## config.mk

```make
export PLATFORM = sky130hd
export DESIGN_NAME = vga_sync_generator_flat
export DESIGN_NICKNAME = d
export VERILOG_FILES = /design/src/rtl/vga_sync_generator_if.sv /design/src/rtl/vga_sync_generator.sv /design/src/flat_wrapper.sv
export SDC_FILE = /design/constraint.sdc
export NUM_CORES = 1
export LEC_CHECK = 0
export ABC_AREA = 1
export CAP_MARGIN = 20
export CORE_UTILIZATION = 35
export CTS_CLUSTER_DIAMETER = 60
export DETAILED_ROUTE_END_ITERATION = 8
export DONT_BUFFER_PORTS = 1
export PLACE_DENSITY = 0.57
export SETUP_SLACK_MARGIN = 0.1
export SLEW_MARGIN = 10
export SYNTH_ARGS = -nofsm -noshare
export SYNTH_HDL_FRONTEND = slang
export SYNTH_SLANG_ARGS = --single-unit
export TNS_END_PERCENT = 1
```

## constraint.sdc

```tcl
create_clock -name clk -period 2.1 [get_ports clk]
set_input_delay 0.42 -clock clk [delete_from_list [all_inputs] [get_ports clk]]
set_output_delay 0.42 -clock clk [all_outputs]
set_load 0.05 [all_outputs]
```

## src/rtl/vga_sync_generator_if.sv

```systemverilog
// rtl/vga_sync_generator_if.sv - pixel tick / colour request in, VGA timing and gated colour out
interface vga_sync_generator_if #(
  parameter int COUNT_WIDTH  = 10,
  parameter int COLOUR_WIDTH = 12
);
  logic                    pixel_trig;
  logic [COLOUR_WIDTH-1:0] colour_in;
  logic                    hs;
  logic                    vs;
  logic [COUNT_WIDTH-1:0]  x;
  logic [COUNT_WIDTH-1:0]  y;
  logic                    display_on;
  logic                    frame_trig;
  logic [COLOUR_WIDTH-1:0] colour_out;

  modport master (
    output pixel_trig, colour_in,
    input  hs, vs, x, y, display_on, frame_trig, colour_out
  );

  modport slave (
    input  pixel_trig, colour_in,
    output hs, vs, x, y, display_on, frame_trig, colour_out
  );
endinterface

```

## src/rtl/vga_sync_generator.sv

```systemverilog
// rtl/vga_sync_generator.sv - VGA H/V timing generator with per-frame double-buffered colour
module vga_sync_generator #(
  parameter int H_VISIBLE    = 640,
  parameter int H_FRONT      = 16,
  parameter int H_SYNC       = 96,
  parameter int H_BACK       = 48,
  parameter int V_VISIBLE    = 480,
  parameter int V_FRONT      = 10,
  parameter int V_SYNC       = 2,
  parameter int V_BACK       = 33,
  parameter int SYNC_POL     = 0,
  parameter int COUNT_WIDTH  = 10,
  parameter int COLOUR_WIDTH = 12
) (
  input logic                 clk,
  input logic                 reset,
  vga_sync_generator_if.slave bus
);

  localparam int H_TOTAL = H_VISIBLE + H_FRONT + H_SYNC + H_BACK;
  localparam int V_TOTAL = V_VISIBLE + V_FRONT + V_SYNC + V_BACK;

  localparam logic [COUNT_WIDTH-1:0] H_LAST   = COUNT_WIDTH'(H_TOTAL - 1);
  localparam logic [COUNT_WIDTH-1:0] V_LAST   = COUNT_WIDTH'(V_TOTAL - 1);
  localparam logic [COUNT_WIDTH-1:0] H_VIS    = COUNT_WIDTH'(H_VISIBLE);
  localparam logic [COUNT_WIDTH-1:0] V_VIS    = COUNT_WIDTH'(V_VISIBLE);
  localparam logic [COUNT_WIDTH-1:0] HS_START = COUNT_WIDTH'(H_VISIBLE + H_FRONT);
  localparam logic [COUNT_WIDTH-1:0] HS_END   = COUNT_WIDTH'(H_VISIBLE + H_FRONT + H_SYNC);
  localparam logic [COUNT_WIDTH-1:0] VS_START = COUNT_WIDTH'(V_VISIBLE + V_FRONT);
  localparam logic [COUNT_WIDTH-1:0] VS_END   = COUNT_WIDTH'(V_VISIBLE + V_FRONT + V_SYNC);
  localparam logic                   ACTIVE   = (SYNC_POL != 0);

  logic [COUNT_WIDTH-1:0]  h_cnt, v_cnt;
  logic [COUNT_WIDTH-1:0]  h_next, v_next;
  logic                    hs_r, vs_r, display_r, frame_r;
  logic [COLOUR_WIDTH-1:0] shadow, colour_r;
  logic                    line_wrap, frame_start, visible_next, hs_next, vs_next;

  always_comb begin
    line_wrap = (h_cnt == H_LAST);
    h_next    = h_cnt + COUNT_WIDTH'(1);
    v_next    = v_cnt;
    if (line_wrap) begin
      h_next = '0;
      v_next = (v_cnt == V_LAST) ? '0 : v_cnt + COUNT_WIDTH'(1);
    end
    // (0, V_VISIBLE) is only ever reached through a line wrap
    frame_start  = line_wrap && (v_next == V_VIS);
    visible_next = (h_next < H_VIS) && (v_next < V_VIS);
    hs_next      = ((h_next >= HS_START) && (h_next < HS_END)) ? ACTIVE : ~ACTIVE;
    vs_next      = ((v_next >= VS_START) && (v_next < VS_END)) ? ACTIVE : ~ACTIVE;
  end

  always_ff @(posedge clk) begin
    if (reset) begin
      h_cnt     <= '0;
      v_cnt     <= '0;
      hs_r      <= ~ACTIVE;
      vs_r      <= ~ACTIVE;
      display_r <= 1'b0;
      frame_r   <= 1'b0;
      shadow    <= '0;
      colour_r  <= '0;
    end else if (bus.pixel_trig) begin
      h_cnt     <= h_next;
      v_cnt     <= v_next;
      hs_r      <= hs_next;
      vs_r      <= vs_next;
      display_r <= visible_next;
      frame_r   <= frame_start;
      if (frame_start) shadow <= bus.colour_in;
      // shadow load and visible output never coincide: the frame start line is blanked
      colour_r  <= visible_next ? shadow : '0;
    end else begin
      frame_r <= 1'b0;
    end
  end

  assign bus.x          = h_cnt;
  assign bus.y          = v_cnt;
  assign bus.hs         = hs_r;
  assign bus.vs         = vs_r;
  assign bus.display_on = display_r;
  assign bus.frame_trig = frame_r;
  assign bus.colour_out = colour_r;

endmodule

```

## src/flat_wrapper.sv

```systemverilog
// flat-port wrapper written by rule: the top's interface ports become plain ports
module vga_sync_generator_flat 
#(
  parameter int H_VISIBLE    = 640,
  parameter int H_FRONT      = 16,
  parameter int H_SYNC       = 96,
  parameter int H_BACK       = 48,
  parameter int V_VISIBLE    = 480,
  parameter int V_FRONT      = 10,
  parameter int V_SYNC       = 2,
  parameter int V_BACK       = 33,
  parameter int SYNC_POL     = 0,
  parameter int COUNT_WIDTH  = 10,
  parameter int COLOUR_WIDTH = 12
)
  (clk, reset, bus_pixel_trig, bus_colour_in, bus_hs, bus_vs, bus_x, bus_y, bus_display_on, bus_frame_trig, bus_colour_out);
  vga_sync_generator_if #(.COUNT_WIDTH(COUNT_WIDTH), .COLOUR_WIDTH(COLOUR_WIDTH)) bus_i ();
  input logic clk;
  input logic reset;
  input wire logic [$bits(bus_i.pixel_trig)-1:0] bus_pixel_trig;
  input wire logic [$bits(bus_i.colour_in)-1:0] bus_colour_in;
  output wire logic [$bits(bus_i.hs)-1:0] bus_hs;
  output wire logic [$bits(bus_i.vs)-1:0] bus_vs;
  output wire logic [$bits(bus_i.x)-1:0] bus_x;
  output wire logic [$bits(bus_i.y)-1:0] bus_y;
  output wire logic [$bits(bus_i.display_on)-1:0] bus_display_on;
  output wire logic [$bits(bus_i.frame_trig)-1:0] bus_frame_trig;
  output wire logic [$bits(bus_i.colour_out)-1:0] bus_colour_out;
  assign bus_i.pixel_trig = bus_pixel_trig;
  assign bus_i.colour_in = bus_colour_in;
  assign bus_hs = bus_i.hs;
  assign bus_vs = bus_i.vs;
  assign bus_x = bus_i.x;
  assign bus_y = bus_i.y;
  assign bus_display_on = bus_i.display_on;
  assign bus_frame_trig = bus_i.frame_trig;
  assign bus_colour_out = bus_i.colour_out;
  vga_sync_generator #(.H_VISIBLE(H_VISIBLE), .H_FRONT(H_FRONT), .H_SYNC(H_SYNC), .H_BACK(H_BACK), .V_VISIBLE(V_VISIBLE), .V_FRONT(V_FRONT), .V_SYNC(V_SYNC), .V_BACK(V_BACK), .SYNC_POL(SYNC_POL), .COUNT_WIDTH(COUNT_WIDTH), .COLOUR_WIDTH(COLOUR_WIDTH)) u_core (.clk(clk), .reset(reset), .bus(bus_i));
endmodule
```

==> results of run 1 <==
## worst reg2reg max path, delay by kind of cell, from the launching register on
| family | cells | cell delay [ns] |
|---|---|---|
| flops | 1 | 0.37 |
| compound gates | 1 | 0.15 |
| fa+ha+maj | 1 | 0.16 |
| simple gates | 9 | 0.98 |
| buf+inv | 2 | 0.21 |
## through the flow
step	setup WS, ns	TNS [ns]
floorplan	0.1113	0
global placement	-0.04810	-0.5287
detailed placement	-0.08000	-1.461
CTS	0.07647	0
global route	0.02099	0
finish	0.1351	0
## cell families after synthesis
kind of cell,Yosys count,share of synthesized area [%]
adder cells (fa/ha/maj),4,1.886
flip-flops,48,36.21
AND/OR/NAND/NOR,198,36.63
AO/OA/AOI/OAI,69,13.20
XOR/XNOR,3,0.9903
buffers and inverters,66,11.08
## repair_timing
action                                  CTS  global route
pin swaps                                 6            16
cloned                                    1             0
buffers inserted                          5             9
endpoints found under the setup margin   27            28
resized for setup                        11            31
## how the worst max path moves through the flow
stage | endpoint | slack [ns] | start | cells after the start
floorplan | u_core.shadow[10]$_SDFFE_PP0P_ | 0.11 | u_core.bus.y[7]$_SDFFE_PP0P_ | 14
global placement | u_core.bus.colour_out[9]$_SDFFE_PP0P_ | -0.05 | u_core.bus.x[0]$_SDFFE_PP0P_ | 8
detailed placement | u_core.bus.colour_out[9]$_SDFFE_PP0P_ | -0.08 | u_core.bus.x[0]$_SDFFE_PP0P_ | 10
CTS | u_core.shadow[3]$_SDFFE_PP0P_ | 0.08 | u_core.bus.y[0]$_SDFFE_PP0P_ | 14
global route | u_core.shadow[11]$_SDFFE_PP0P_ | 0.02 | u_core.bus.x[0]$_SDFFE_PP0P_ | 13
finish | u_core.shadow[3]$_SDFFE_PP0P_ | 0.14 | u_core.bus.x[0]$_SDFFE_PP0P_ | 13
## registers in the layout, summed over array words and instances, names as in the netlist
name,cells
u_core.bus.y,10
u_core.bus.frame_trig,1
u_core.bus.display_on,1
u_core.shadow,12
u_core.bus.colour_out,12
u_core.bus.x,10
u_core.bus.hs,1
u_core.bus.vs,1
## where the power goes
group	switching, W	total, W	leakage [nW]	internal (W)
Combinational	0.000205	0.000294	0.969	0.0000887
Sequential	0.0000427	0.000977	0.398	0.000934
Clock	0.000339	0.000768	0.0636	0.000429
## cells in the final DEF, fill, tap and decap left out, types with 2 or more instances in the layout
cell type and instances:
a21oi_1 42, a21oi_2 2, buf_12 4, buf_4 38
clkbuf_8 5, dfxtp_1 33, dfxtp_2 11, dfxtp_4 4
ha_4 2, inv_1 44, inv_2 5, nand2_1 81
nand2_2 11, nand3_1 37, nand3_2 9, nand3_4 3
nand4_1 3, nand4_4 4, nor2_1 29, nor2_2 4
nor2_4 12, nor3_1 3, o21ai_0 22, xor2_1 2
## final cells by class
type / count / area [µm²]
Sequential cell: 48 / 989.7
Tap cell: 99 / 123.9
Inverter: 49 / 183.9
Fill cell: 757 / 3915
Timing Repair Buffer: 42 / 365.4
Clock inverter: 1 / 30.03
Multi-Input combinational cell: 275 / 1587
Clock buffer: 7 / 97.59
## routing by layer
| metal | up-vias | GRT usage, % | share of wire, % |
|---|---|---|---|
| met4 | 0 | 7.937 | 2.5 |
| met5 | - | 0 | 0 |
| met3 | 13 | 5.078 | 5.0 |
| met2 | 55 | 30.56 | 47 |
| met1 | 1175 | 22.97 | 45 |
| li1 | 1320 | - | - |
==> flow_metrics.py, run 1 <==
metrics = {
    "synthesis": {
        "syn-num-nets": 407,
        "yosysMostFrequentCell": "nand2_1",
        "synth_top_cells_by_area": "dfxtp_1 36%, nand2_1 12%, nand3_1 8.5%, a21oi_1 8.3%, inv_1 6.5%",
        "synth_top_flop_cell": "dfxtp_1",
        "ys_ff_latch": 48,
        "yosysUniqueCellTypes": 28,
        "synth_edf_count": 0,
        "ys_async_sr_fraction_pct": 0,
        "synth_common_cells": "87 x nand2_1, 48 x dfxtp_1, 46 x inv_1",
        "yosysTopAreaCellShare_pct": 36.21,
        "syn_area_per_cell_um2": 6.840,
        "ys_warn_count": 0,
        "yosysTopAreaCell": "dfxtp_1",
        "netlist_area_mm2": 0.002654,
        "synth_sequential_area_ratio_pct": 36.21,
        "syn_inst": 388,
    },
    "place": {
        "place_area_mm2": 0.002928,
        "dp_hpwl_um": 4782,
        "placed_cells": 498,
        "port-buffer-count": 0,
        "routabilityCongestion": 0.9195,
    },
    "detailed_routing": {
        "firstDrtPassIters": 4,
        "finalWirelength_um": 7095,
        "drtIter0Drc": 91,
        "wire_per_inst_um": 13.62,
        "drcViolationCount": 0,
        "ant_nets": 0,
        "via_per_inst": 4.919,
        "via_count": 2563,
    },
    "critical_path": {
        "cp_slowest_cell": "dfxtp_4",
        "cp.buffers_inverters": 2,
        "crit_fanout": 13,
        "crit_top_cell": "nor2_4",
        "endpoint_kind": "register",
        "startpoint_type": "register",
        "r2r_end": "u_core.shadow[3]$_SDFFE_PP0P_",
        "crit_type": "register to register",
        "worstReg2RegStart": "u_core.bus.x[0]$_SDFFE_PP0P_",
        "cp.arrival_ns": 2.17,
        "worstPathRequired_ns": 2.31,
        "slowest_delay_ns": 0.37,
        "path_delay_family": "simple AND/OR/NAND/NOR gates",
        "r2r_setup_slack_ns": 0.14,
        "cp_cell_sequence": "ha_4 -> nand2_2 -> nor2_4 -> nand3_2 -> nor2_4 -> nand3_1 -> nand2_2 -> inv_1 -> nand2_1 -> nor2_4 -> buf_12 -> a21oi_1 -> nor2_1",
        "rr_worst_depth": 13,
    },
    "worst_hold_path": {
        "hold_path_class": "input port to register",
        "whs_path_depth": 1,
        "min_from": "reset",
        "hold_path_end": "u_core.bus.y[4]$_SDFFE_PP0P_",
    },
    "power_and_ir_drop": {
        "p_per_area_mw_per_mm2": 603.5,
        "peakVddDrop_mv": 0.3485,
        "total_power_w": 0.002038,
        "leakagePower_nw": 1.430,
    },
    "finish": {
        "layout.nets": 440,
        "final_layout_size_suffix_gt1_share_pct": 28.44,
        "utilization_pct": 46.31,
        "syn2layout_area_growth_pct": 27.25,
        "fin_area_mm2": 0.003377,
        "diodes": 0,
        "layout.cells.non_filler": 521,
    },
    "grt": {
        "grt_pass1_wl_um": 11390,
        "grt_max_degree": 32,
        "globalRouteOverflowTotal": 0,
        "grt_antenna_before_repair": 0,
        "track_usage_pct": 18.59,
        "grt_pass1_vias": 2438,
    },
    "clock_tree": {
        "cts-buffers-inserted": 5,
        "cts.sinks": 48,
        "cts_tree": "done",
        "root_buffer": "clkbuf_8",
        "ctsHtreeMaxLevel": 2,
        "clock_path_buffers": 2,
        "clk_pin_slew_ns": 0.10,
        "hold_buffers": 0,
        "insertion_delay_ns": 0.31,
    },
    "timing": {
        "worst_pin_slew_ns": 0.5358,
        "fmax_ghz": 0.5089,
        "whs_ns": 0.1588,
        "timing.slew.headroom_pct": 64.23,
        "finalMaxSlewViolations": 0,
        "setup_viol": 0,
        "rsz0062_at_grt": "true",
        "min_period_ns": 1.965,
        "hold_viol": 0,
        "fin_skew_ns": 0.005818,
        "period_share_pct": 93.57,
    },
    "job": {
        "maxCapViolations": 0,
    },
    "die": {
        "io_pins": 51,
        "core-area_mm2": 0.007292,
        "initial_core_util_pct": 36.39,
        "die_h_um": 89.08,
        "chipWidth_um": 89.08,
        "dieArea_mm2": 0.007934,
        "rows": 31,
    },
    "status": {
        "status": "finished, final reports clean",
    },
}
(Power assumes the default switching activity.)
==> inputs of run 2 (changes only) <==
- PLACE_DENSITY: 0.57 -> 0.59
- clock period: 2.1 -> 1.6 ns (I/O delays scaled with it)
==> run 2 against run 1 <==
Net effect:
- the run now ends with setup timing left
- largest cell class unchanged
- clock skew up 0.0015 ns
- wire length up 5.2%
- register-to-register slack worse by 0.47 ns
- flip-flop and latch count unchanged
- combinational power up 64%
- sequential power up 30%
- via count up 6.1%
- first-iteration DRC count up 30%
- design area up 11%
- power up 22%
==> flow_metrics.py, run 2 (synthesis gave the netlist of run 1 again) <==
metrics = {
    "critical_path": {
        "cp.buffers_inverters": 1,
        "startpoint_type": "register",
        "path_delay_family": "simple AND/OR/NAND/NOR gates",
        "worstPathRequired_ns": 1.84,
        "crit_top_cell": "nor2_4",
        "cp.arrival_ns": 2.17,
        "cp_slowest_cell": "dfxtp_4",
        "crit_type": "register to register",
        "crit_fanout": 7,
        "cp_cell_sequence": "ha_4 -> nand2_4 -> nor2_4 -> nand4_4 -> nand2_2 -> nand2_4 -> nor2_4 -> nand3_4 -> nor2_4 -> buf_6 -> a21oi_2 -> nor2_1",
        "slowest_delay_ns": 0.37,
        "endpoint_kind": "register",
    },
    "timing": {
        "whs_ns": 0.06323,
        "setup_viol": 28,
        "worst_slack_ns": -0.3305,
        "hold_viol": 0,
        "min_period_ns": 1.930,
        "timing.slew.headroom_pct": 64.15,
        "worst_pin_slew_ns": 0.5370,
        "fin_skew_ns": 0.007274,
        "rsz0062_at_grt": "true",
        "finalMaxSlewViolations": 0,
        "fmax_ghz": 0.5180,
        "period_share_pct": 120.7,
    },
    "status": {
        "violations": "setup timing",
        "status": "complete, but fails checks",
    },
    "clock_tree": {
        "clock_path_buffers": 2,
        "cts-buffers-inserted": 5,
        "ctsHtreeMaxLevel": 2,
        "cts.sinks": 48,
        "insertion_delay_ns": 0.30,
        "clk_pin_slew_ns": 0.10,
        "cts_tree": "done",
        "root_buffer": "clkbuf_8",
        "hold_buffers": 0,
    },
    "finish": {
        "layout.nets": 484,
        "syn2layout_area_growth_pct": 41.87,
        "diodes": 0,
        "layout_common_cells": "77 x nand2_1, 74 x buf_4, 42 x inv_1",
        "final_layout_size_suffix_gt1_share_pct": 39.27,
        "layout.cells.non_filler": 565,
        "fillCellCount": 716,
        "final_common_cell": "nand2_1",
        "fin_area_mm2": 0.003765,
    },
    "grt": {
        "top_usage_layer": "met2",
        "use_met1_pct": 25.56,
        "track_usage_pct": 19.53,
        "grt_pass1_vias": 2549,
        "grt_antenna_before_repair": 0,
        "grt_max_degree": 32,
        "grt_pass1_wl_um": 11960,
        "grt_util_met3_pct": 4.247,
        "globalRouteOverflowTotal": 0,
        "use_met2_pct": 32.31,
    },
    "die": {
        "rows": 31,
        "initial_core_util_pct": 36.39,
        "chipWidth_um": 89.08,
        "io_pins": 51,
        "core-area_mm2": 0.007292,
        "dieArea_mm2": 0.007934,
        "die_h_um": 89.08,
    },
    "place": {
        "port-buffer-count": 0,
        "routabilityCongestion": 0.8946,
        "placed_cells": 549,
        "dp_hpwl_um": 5160,
        "dp_slack_ns": -0.4384,
        "place_area_mm2": 0.003382,
    },
    "power_and_ir_drop": {
        "leakagePower_nw": 1.652,
        "peakVddDrop_mv": 0.2827,
        "total_power_w": 0.002490,
        "p_per_area_mw_per_mm2": 661.4,
    },
    "detailed_routing": {
        "via_count": 2719,
        "finalWirelength_um": 7462,
        "ant_nets": 0,
        "drtIter0Drc": 118,
        "drcViolationCount": 0,
        "wire_per_inst_um": 13.21,
        "via_per_inst": 4.812,
        "firstDrtPassIters": 4,
    },
    "worst_hold_path": {
        "hold_path_class": "input port to register",
    },
    "job": {
        "maxCapViolations": 0,
    },
}
-- run 2: cell types whose count changed in the layout (fill, tap and decap cells not counted), moves of 3 or more --
cell	before	now
buf_4	38	74
a21oi_2	2	7
nand2_4	1	5
dfxtp_2	11	15
nand3_2	9	12
nand3_1	37	34
o21ai_1	1	5
o21ai_0	22	18
buf_6	0	8
nand2_1	81	77
dfxtp_1	33	29
a21oi_1	42	37
-- run 2: layout make-up --
cell class / count / area (µm²) / area share [%]
clock buffers: 6 / 72.57 / 1.928
clock inverters: 2 / 11.26 / 0.2991
inverters: 49 / 186.4 / 4.952
multi-input cells: 275 / 1650 / 43.84
flip-flops and latches: 48 / 994.7 / 26.42
well taps: 99 / 123.9 / 3.290
repair buffers: 86 / 725.7 / 19.28
-- run 2: stage by stage --
step           util [%]  TNS, ns
6_report          51.63   -8.358
5_1_grt           51.63   -11.49
4_1_cts           49.93   -7.323
3_5_place_dp      46.38   -9.499
3_3_place_gp      46.38   -8.429
2_1_floorplan         -   -6.541
-- run 2: power by group --
group          leakage [nW]  switching (W)  internal (W)
registers             0.399      0.0000479       0.00123
clock network        0.0455       0.000426      0.000308
logic                  1.21       0.000296      0.000185
total                  1.65       0.000770       0.00172
-- run 2: what timing repair did --
action,4_1_cts,5_1_grt
setup endpoints to repair,36,43
resized for setup,35,29
gates cloned,1,0
buffers inserted,4,3
pin swaps,16,28
-- run 2: final timing paths --
path | from | end | slack (ns) | cells after the start
hold reg to reg | u_core.shadow[7]$_SDFFE_PP0P_ | u_core.shadow[7]$_SDFFE_PP0P_ | 0.48 | 2
setup reg to reg | u_core.bus.x[0]$_SDFFE_PP0P_ | u_core.shadow[6]$_SDFFE_PP0P_ | -0.33 | 12
hold / removal | reset | u_core.bus.y[4]$_SDFFE_PP0P_ | 0.06 | 1
setup / recovery | u_core.bus.x[0]$_SDFFE_PP0P_ | u_core.shadow[6]$_SDFFE_PP0P_ | -0.33 | 12
-- run 2: metal layers --
| metal | share of wire (%) | vias to the layer above |
|---|---|---|
| met5 | 0 | - |
| met1 | 46 | 1245 |
| met3 | 5.2 | 6 |
| li1 | - | 1405 |
| met2 | 48 | 63 |
| met4 | 1.1 | 0 |
